===== src/rtl/cortex_m0_exc_entry.sv =====
// Cortex-M0 exception entry sequencer: accepts an NVIC request, pushes the
// 8-word stack frame, fetches the vector and hands PC/SP/LR/IPSR to the core.
module cortex_m0_exc_entry #(
  parameter logic [31:0] VECTOR_BASE = 32'h0000_0000,
  parameter int          EXC_NUM_W   = 6
) (
  input  logic                 clk,
  input  logic                 reset,
  input  logic                 exc_req,
  input  logic [EXC_NUM_W-1:0] exc_num,
  output logic                 exc_ack,
  input  logic [31:0]          cur_sp,
  input  logic [31:0]          ret_pc,
  input  logic [31:0]          xpsr_in,
  input  logic                 in_handler,
  input  logic                 spsel,
  output logic [3:0]           rf_raddr,
  input  logic [31:0]          rf_rdata,
  output logic                 bus_req,
  output logic                 bus_write,
  output logic [31:0]          bus_addr,
  output logic [31:0]          bus_wdata,
  input  logic                 bus_ready,
  input  logic                 bus_err,
  input  logic [31:0]          bus_rdata,
  output logic                 entry_busy,
  output logic                 entry_done,
  output logic [31:0]          new_pc,
  output logic [31:0]          new_sp,
  output logic [31:0]          new_lr,
  output logic [EXC_NUM_W-1:0] new_ipsr,
  output logic                 lockup
);

  typedef enum logic [2:0] {
    S_IDLE,
    S_PUSH,
    S_VECTOR,
    S_DONE,
    S_LOCKUP
  } state_t;

  state_t               state_reg, state_next;
  logic [2:0]           idx_reg;
  logic [EXC_NUM_W-1:0] num_reg;
  logic [31:0]          pc_reg;
  logic [31:0]          xpsr_reg;
  logic [31:0]          frame_reg;
  logic [31:0]          exc_ret_reg;

  logic        accept;
  logic [31:0] aligned_sp;
  logic [31:0] frame_calc;
  logic [31:0] xpsr_stk;
  logic [31:0] exc_ret_calc;
  logic [31:0] vec_addr;
  logic        vec_ok;

  assign accept     = (state_reg == S_IDLE) && exc_req;
  // Frame must be 8-byte aligned; xPSR bit9 records whether padding was inserted.
  assign aligned_sp = cur_sp[2] ? (cur_sp - 32'd4) : cur_sp;
  assign frame_calc = aligned_sp - 32'd32;
  assign xpsr_stk   = {xpsr_in[31:10], cur_sp[2], xpsr_in[8:0]};
  assign exc_ret_calc = in_handler ? 32'hFFFF_FFF1 :
                        spsel      ? 32'hFFFF_FFFD : 32'hFFFF_FFF9;
  assign vec_addr   = VECTOR_BASE + {{(30-EXC_NUM_W){1'b0}}, num_reg, 2'b00};
  assign vec_ok     = bus_ready && !bus_err && bus_rdata[0];

  always_comb begin
    state_next = state_reg;
    exc_ack    = 1'b0;
    bus_req    = 1'b0;
    bus_write  = 1'b0;
    bus_addr   = 32'd0;
    bus_wdata  = 32'd0;
    rf_raddr   = 4'd0;
    entry_busy = 1'b0;
    entry_done = 1'b0;
    lockup     = 1'b0;
    case (state_reg)
      S_IDLE: begin
        if (exc_req) begin
          exc_ack    = 1'b1;
          state_next = S_PUSH;
        end
      end
      S_PUSH: begin
        entry_busy = 1'b1;
        bus_req    = 1'b1;
        bus_write  = 1'b1;
        bus_addr   = frame_reg + {27'd0, idx_reg, 2'b00};
        case (idx_reg)
          3'd4:    rf_raddr = 4'd12;
          3'd5:    rf_raddr = 4'd14;
          default: rf_raddr = {1'b0, idx_reg};
        endcase
        case (idx_reg)
          3'd6:    bus_wdata = pc_reg;
          3'd7:    bus_wdata = xpsr_reg;
          default: bus_wdata = rf_rdata;
        endcase
        if (bus_ready) begin
          if (bus_err)
            state_next = S_LOCKUP;
          else if (idx_reg == 3'd7)
            state_next = S_VECTOR;
        end
      end
      S_VECTOR: begin
        entry_busy = 1'b1;
        bus_req    = 1'b1;
        bus_addr   = vec_addr;
        if (bus_ready)
          state_next = vec_ok ? S_DONE : S_LOCKUP;
      end
      S_DONE: begin
        entry_busy = 1'b1;
        entry_done = 1'b1;
        state_next = S_IDLE;
      end
      S_LOCKUP: begin
        lockup = 1'b1;
      end
      default: state_next = S_IDLE;
    endcase
  end

  always_ff @(posedge clk or negedge reset) begin
    if (!reset) begin
      state_reg   <= S_IDLE;
      idx_reg     <= 3'd0;
      num_reg     <= '0;
      pc_reg      <= 32'd0;
      xpsr_reg    <= 32'd0;
      frame_reg   <= 32'd0;
      exc_ret_reg <= 32'd0;
      new_pc      <= 32'd0;
      new_sp      <= 32'd0;
      new_lr      <= 32'd0;
      new_ipsr    <= '0;
    end else begin
      state_reg <= state_next;
      if (accept) begin
        idx_reg     <= 3'd0;
        num_reg     <= exc_num;
        pc_reg      <= ret_pc;
        xpsr_reg    <= xpsr_stk;
        frame_reg   <= frame_calc;
        exc_ret_reg <= exc_ret_calc;
      end
      // idx wraps to 0 after the eighth word, ready for the next entry
      if (state_reg == S_PUSH && bus_ready && !bus_err)
        idx_reg <= idx_reg + 3'd1;
      if (state_reg == S_VECTOR && vec_ok) begin
        new_pc   <= {bus_rdata[31:1], 1'b0};
        new_sp   <= frame_reg;
        new_lr   <= exc_ret_reg;
        new_ipsr <= num_reg;
      end
    end
  end

endmodule


===== config.mk =====
export PLATFORM = sky130hd
export DESIGN_NAME = cortex_m0_exc_entry
export DESIGN_NICKNAME = d
export VERILOG_FILES = /design/src/rtl/cortex_m0_exc_entry.sv
export SDC_FILE = /design/constraint.sdc
export NUM_CORES = 1
export LEC_CHECK = 0
export CAP_MARGIN = 10
export CELL_PAD_IN_SITES_DETAIL_PLACEMENT = 0
export CELL_PAD_IN_SITES_GLOBAL_PLACEMENT = 2
export CORE_ASPECT_RATIO = 1.75
export CORE_UTILIZATION = 28
export CTS_CLUSTER_SIZE = 10
export DETAILED_ROUTE_END_ITERATION = 8
export HOLD_SLACK_MARGIN = 0.05
export PLACE_DENSITY_LB_ADDON = 0.15
export RECOVER_POWER = 100
export SYNTH_ARGS = -nofsm -noshare
export SYNTH_HDL_FRONTEND = slang
export SYNTH_SLANG_ARGS = --single-unit

===== constraint.sdc =====
create_clock -name clk -period 6.87 [get_ports clk]
set_input_delay 1.374 -clock clk [delete_from_list [all_inputs] [get_ports clk]]
set_output_delay 1.374 -clock clk [all_outputs]
set_load 0.02 [all_outputs]

; Yosys cells after proc, flatten, opt, wreduce, memory -nomap -nowiden
; Index checks and enable logic that the tools add are counted.
[totals]
reg_bits = 241
output_inout_bits = 176
[op_classes]
n_addsub = 4
eq_ne = 12
mux = 24
n_bitwise = 1
n_reduce_logical = 12
[ops]
columns = cell, count
row1 = $pmux 32 s2, 2
row2 = $mux 32, 2
row3 = $add 32x5->32, 1
row4 = $sub 32x3->32 const B, 1
row5 = $sub 32x6->32 const B, 1
row6 = $mux 3, 9
row7 = $eq 3x3->1 const B, 5
row8 = $pmux 3 s4, 1
row9 = $mux 4, 2
row10 = $pmux 4 s2, 1
row11 = $mux 1, 7
row12 = $eq 3x2->1 const B, 2
row13 = $logic_and 1x1->1, 6
row14 = $ne 2x2->1 const B, 3
row15 = $reduce_and 5->1, 1
row16 = $add 3x1->3 const B, 1
row17 = $eq 3x1->1 const B, 1
row18 = $logic_not 3->1, 1
row19 = $ne 3x3->1 const B, 1
row20 = $reduce_or 3->1, 1
row21 = $reduce_bool 2->1, 1
row22 = $reduce_or 2->1, 1
row23 = $logic_not 1->1, 1
row24 = $not 1->1, 1

; Depth between registers and ports, before layout
[logic_depth]
word_depth = 6
depth_mapped = 8
mapped_depth_nobuf = 6

; Worst setup path before layout
; OpenSTA, ideal clock, no wires.
[synth_path]
path_type = input port to output port
from = in exc_req
to = out exc_ack
t_arrival_ps = 2453
t_required_ps = 5496
setup_slack_ps = 3043
path_stages = 5
n_path_buf = 2
path_cell_list = nor2b_1 -> nand2_2 -> inv_1 -> clkbuf_1 -> clkbuf_1
[synth_between]
elab_chain_cells = 2
[synth_lines]
columns = item, line_no
row1 = start: declaration, 9  ; input logic exc_req,
row2 = $mux 1, 82  ; if (exc_req) begin
row3 = $mux 1, 80  ; case (state_reg)
row4 = end: declaration, 11  ; output logic exc_ack,
; No other way between the ends.

; Worst setup path in the final report
[layout_path]
from = reg state_reg[0]
to = out bus_addr[27]
[layout_between]
elab_chain_cells = 2
[layout_lines]
columns = item, line_no
row1 = start: declaration, 43  ; state_t state_reg, state_next;
row2 = start signal: assignment, 142  ; state_reg <= state_next;
row3 = $eq 3x2->1 or $eq 3x1->1 (tied branches), 80
row4 = $pmux 32 s2 (*), 80
row5 = end: declaration, 21  ; output logic [31:0] bus_addr,
; Mark *: on every way between the ends. The rest lies on a longest branch, timed or not.

==> flow_summary.json <==
{
  "drt-vias-per-instance": 4.538,
  "hold_class": "reg2reg",
  "synth.distinct_cells": 51,
  "synth_warnings": 0,
  "area_growth_pct": 46.56,
  "die_y_um": 239.1,
  "worstSetupPathType": "reg2out",
  "vias": 7520,
  "syn_area_mm2": 0.008992,
  "hold_depth": 1,
  "grt_max_degree": 70,
  "cts_setup_buffers": 0,
  "endpoint_kind": "output pin",
  "synth_seq_cells": 181,
  "async_flop_share_pct": 100.0,
  "stdcell_count": 1657,
  "first_global_vias": 7690,
  "cts_sinks": 181,
  "worst_r2r_endpoint": "new_sp[24]",
  "min_to": "exc_ret_reg[30]",
  "cts_buffers": 17,
  "path_clk_slew_ns": 0.07,
  "place_congestion": 0.7632,
  "violations": "capacitance limit, slew limit",
  "yosysSeqAreaShare_pct": 50.37,
  "synth_ff_type": "dfrtp_1",
  "hp-start": "exc_ret_reg[30]",
  "crit_required_ns": 5.50,
  "crit_path_start_kind": "flip-flop",
  "core_region_area_mm2": 0.03153,
  "dp_hpwl_mm": 21.54,
  "fmax_ghz": 0.1770,
  "reg2reg_depth": 5,
  "cts_resized": 0,
  "p_leak_nw": 6.214,
  "hold_viol": 0,
  "ant_nets": 0,
  "dp.cells": 1622,
  "syn-instance-count": 956,
  "vdd_drop_max_mv": 0.2001,
  "htree_levels": 4,
  "drt-pass1-iter-count": 4,
  "globalRouteMet1Util_pct": 19.24,
  "antenna_found_initial": 4,
  "cts_hold_buffers": 0,
  "track_usage_pct": 18.34,
  "reg2reg_from": "state_reg[0]",
  "setup_violations": 0,
  "powerDensity_mw_per_mm2": 400.0,
  "tightestPinTransition_ns": 3.604,
  "cts_tree": "done",
  "rsz0062_at_grt": "no",
  "arrival_ns": 4.27,
  "grt_pass1_wl_mm": 44.64,
  "use_met3_pct": 4.750,
  "port_buffers": 344,
  "fp.dieW_um": 137.5,
  "drt_wl_total_mm": 29.20,
  "die_area_mm2": 0.03287,
  "relSlewSlack_pct": -140.3,
  "busiest_layer": "met2",
  "cts_root_buf": "clkbuf_16",
  "maxSlewViolCount": 289,
  "fin_skew_ns": 0.006387,
  "drv_cap": 5,
  "nNetsFinal": 1426,
  "drc": 0,
  "drt_iter0_markers": 261,
  "rows": 86,
  "clk-insertion-delay-late_ns": 0.44,
  "io_pins": 349,
  "period_needed_ns": 5.649,
  "path_max_fanout": 31,
  "syn_area_per_cell_um2": 9.406,
  "grtUsageMet2_pct": 34.28,
  "final_layout_size_suffix_gt1_share_pct": 9.141,
  "worst-r2r-setup-slack_ns": 2.18,
  "wire_per_inst_um": 17.62,
  "clockBufferDepth": 2,
  "status": "finished, violations left",
  "overflow": 0,
  "setup-tns-final_ns": 0,
  "final_util_pct": 41.80,
  "start_util_pct": 28.52,
  "layout_worst_path_cycle_share_pct": 82.22,
  "synth-edff-count": 0
}
synth_stat cells, types with 15 or more instances:
master / number / area (um^2)
dfrtp_1: 181 / 4529
clkbuf_1: 38 / 142.6
xnor2_1: 22 / 192.7
a22oi_1: 38 / 285.3
nand2_1: 307 / 1152
xor2_1: 27 / 236.5
mux2_2: 64 / 720.7
nor2_1: 49 / 183.9
a21oi_1: 35 / 175.2
nand3_1: 15 / 75.07
o21ai_0: 20 / 100.1
buf_4: 38 / 285.3
worst max-delay path by stage:
stage                  from      endpoint  slack [ns]
3_3_place_gp        exc_req       exc_ack        1.57
4_1_cts        state_reg[0]  bus_addr[27]        1.57
3_5_place_dp        exc_req       exc_ack        1.60
5_1_grt               reset    pc_reg[15]        0.62
2_1_floorplan       exc_req       exc_ack        3.04
6_report       state_reg[0]  bus_addr[27]        1.22
through the flow:
step	hold slack (ns)	power, mW	instance area, um^2	worst slack [ns]
floorplan	0.4285	3.258	9000	3.043
global placement	0.4431	4.350	12550	1.570
detailed placement	0.4562	4.383	12550	1.597
CTS	0.4788	5.535	13210	1.567
global route	0.4879	5.687	13180	0.6221
finish	0.4688	5.272	13180	1.221
cells by family (layout without fill, tap and decap cells):
kind of cell,after synthesis,in the layout,share of synthesized area (%)
compound gates,114,114,7.708
xor+xnor,49,49,4.772
fa+ha+maj,8,8,1.113
buf+inv,95,395,5.802
flops,181,181,50.37
mux,75,75,9.364
other cells,1,6,0.04170
simple gates,433,433,20.83
cell usage in the layout, fill, tap and decap left out, drive strengths merged, types with 4 or more instances in the layout:
cell,Yosys,layout
dfrtp,181,181
buf,47,5
o21ai,30,30
nor4,14,14
clkbuf,38,23
nor2,49,49
xor2,27,27
ha,8,8
or3,4,4
dlygate4sd3,0,175
mux2,73,73
inv,8,16
a21oi,35,35
bufinv,0,5
clkdlybuf4s50,0,168
and3,9,9
nand4,7,7
xnor2,22,22
a22oi,38,38
nand3,16,16
nor3,6,6
nand2,308,308
worst max-delay path, stage by stage (launching register included):
cell	delay [ns]
dfrtp_1	0.52
nor2b_1	0.60
nand2_1	0.87
buf_4	0.56
inv_1	0.28
nand2_1	0.09
o21bai_1	0.12
dlygate4sd3_1	0.75
final cells by class:
class / count / area (um^2)
Fill cell: 3185 / 18350
Clock inverter: 15 / 237.7
Antenna cell: 3 / 7.507
Timing Repair Buffer: 354 / 3497
Sequential cell: 181 / 4529
Tap cell: 396 / 495.5
Inverter: 9 / 33.78
Multi-Input combinational cell: 682 / 3953
Clock buffer: 17 / 425.4
where the power goes:
part | leakage (nW) | internal [mW] | switching (mW) | total [mW]
logic | 3.58 | 0.982 | 1.30 | 2.28
clock network | 0.318 | 0.657 | 0.461 | 1.12
registers | 2.32 | 1.51 | 0.361 | 1.87
layer usage:
layer,share of wire [%],vias to the layer above
li1,-,3745
met3,6.4,26
met1,37,3511
met5,0.041,-
met4,1.8,2
met2,55,236
Note: power is estimated with default switching activity, not from simulation.
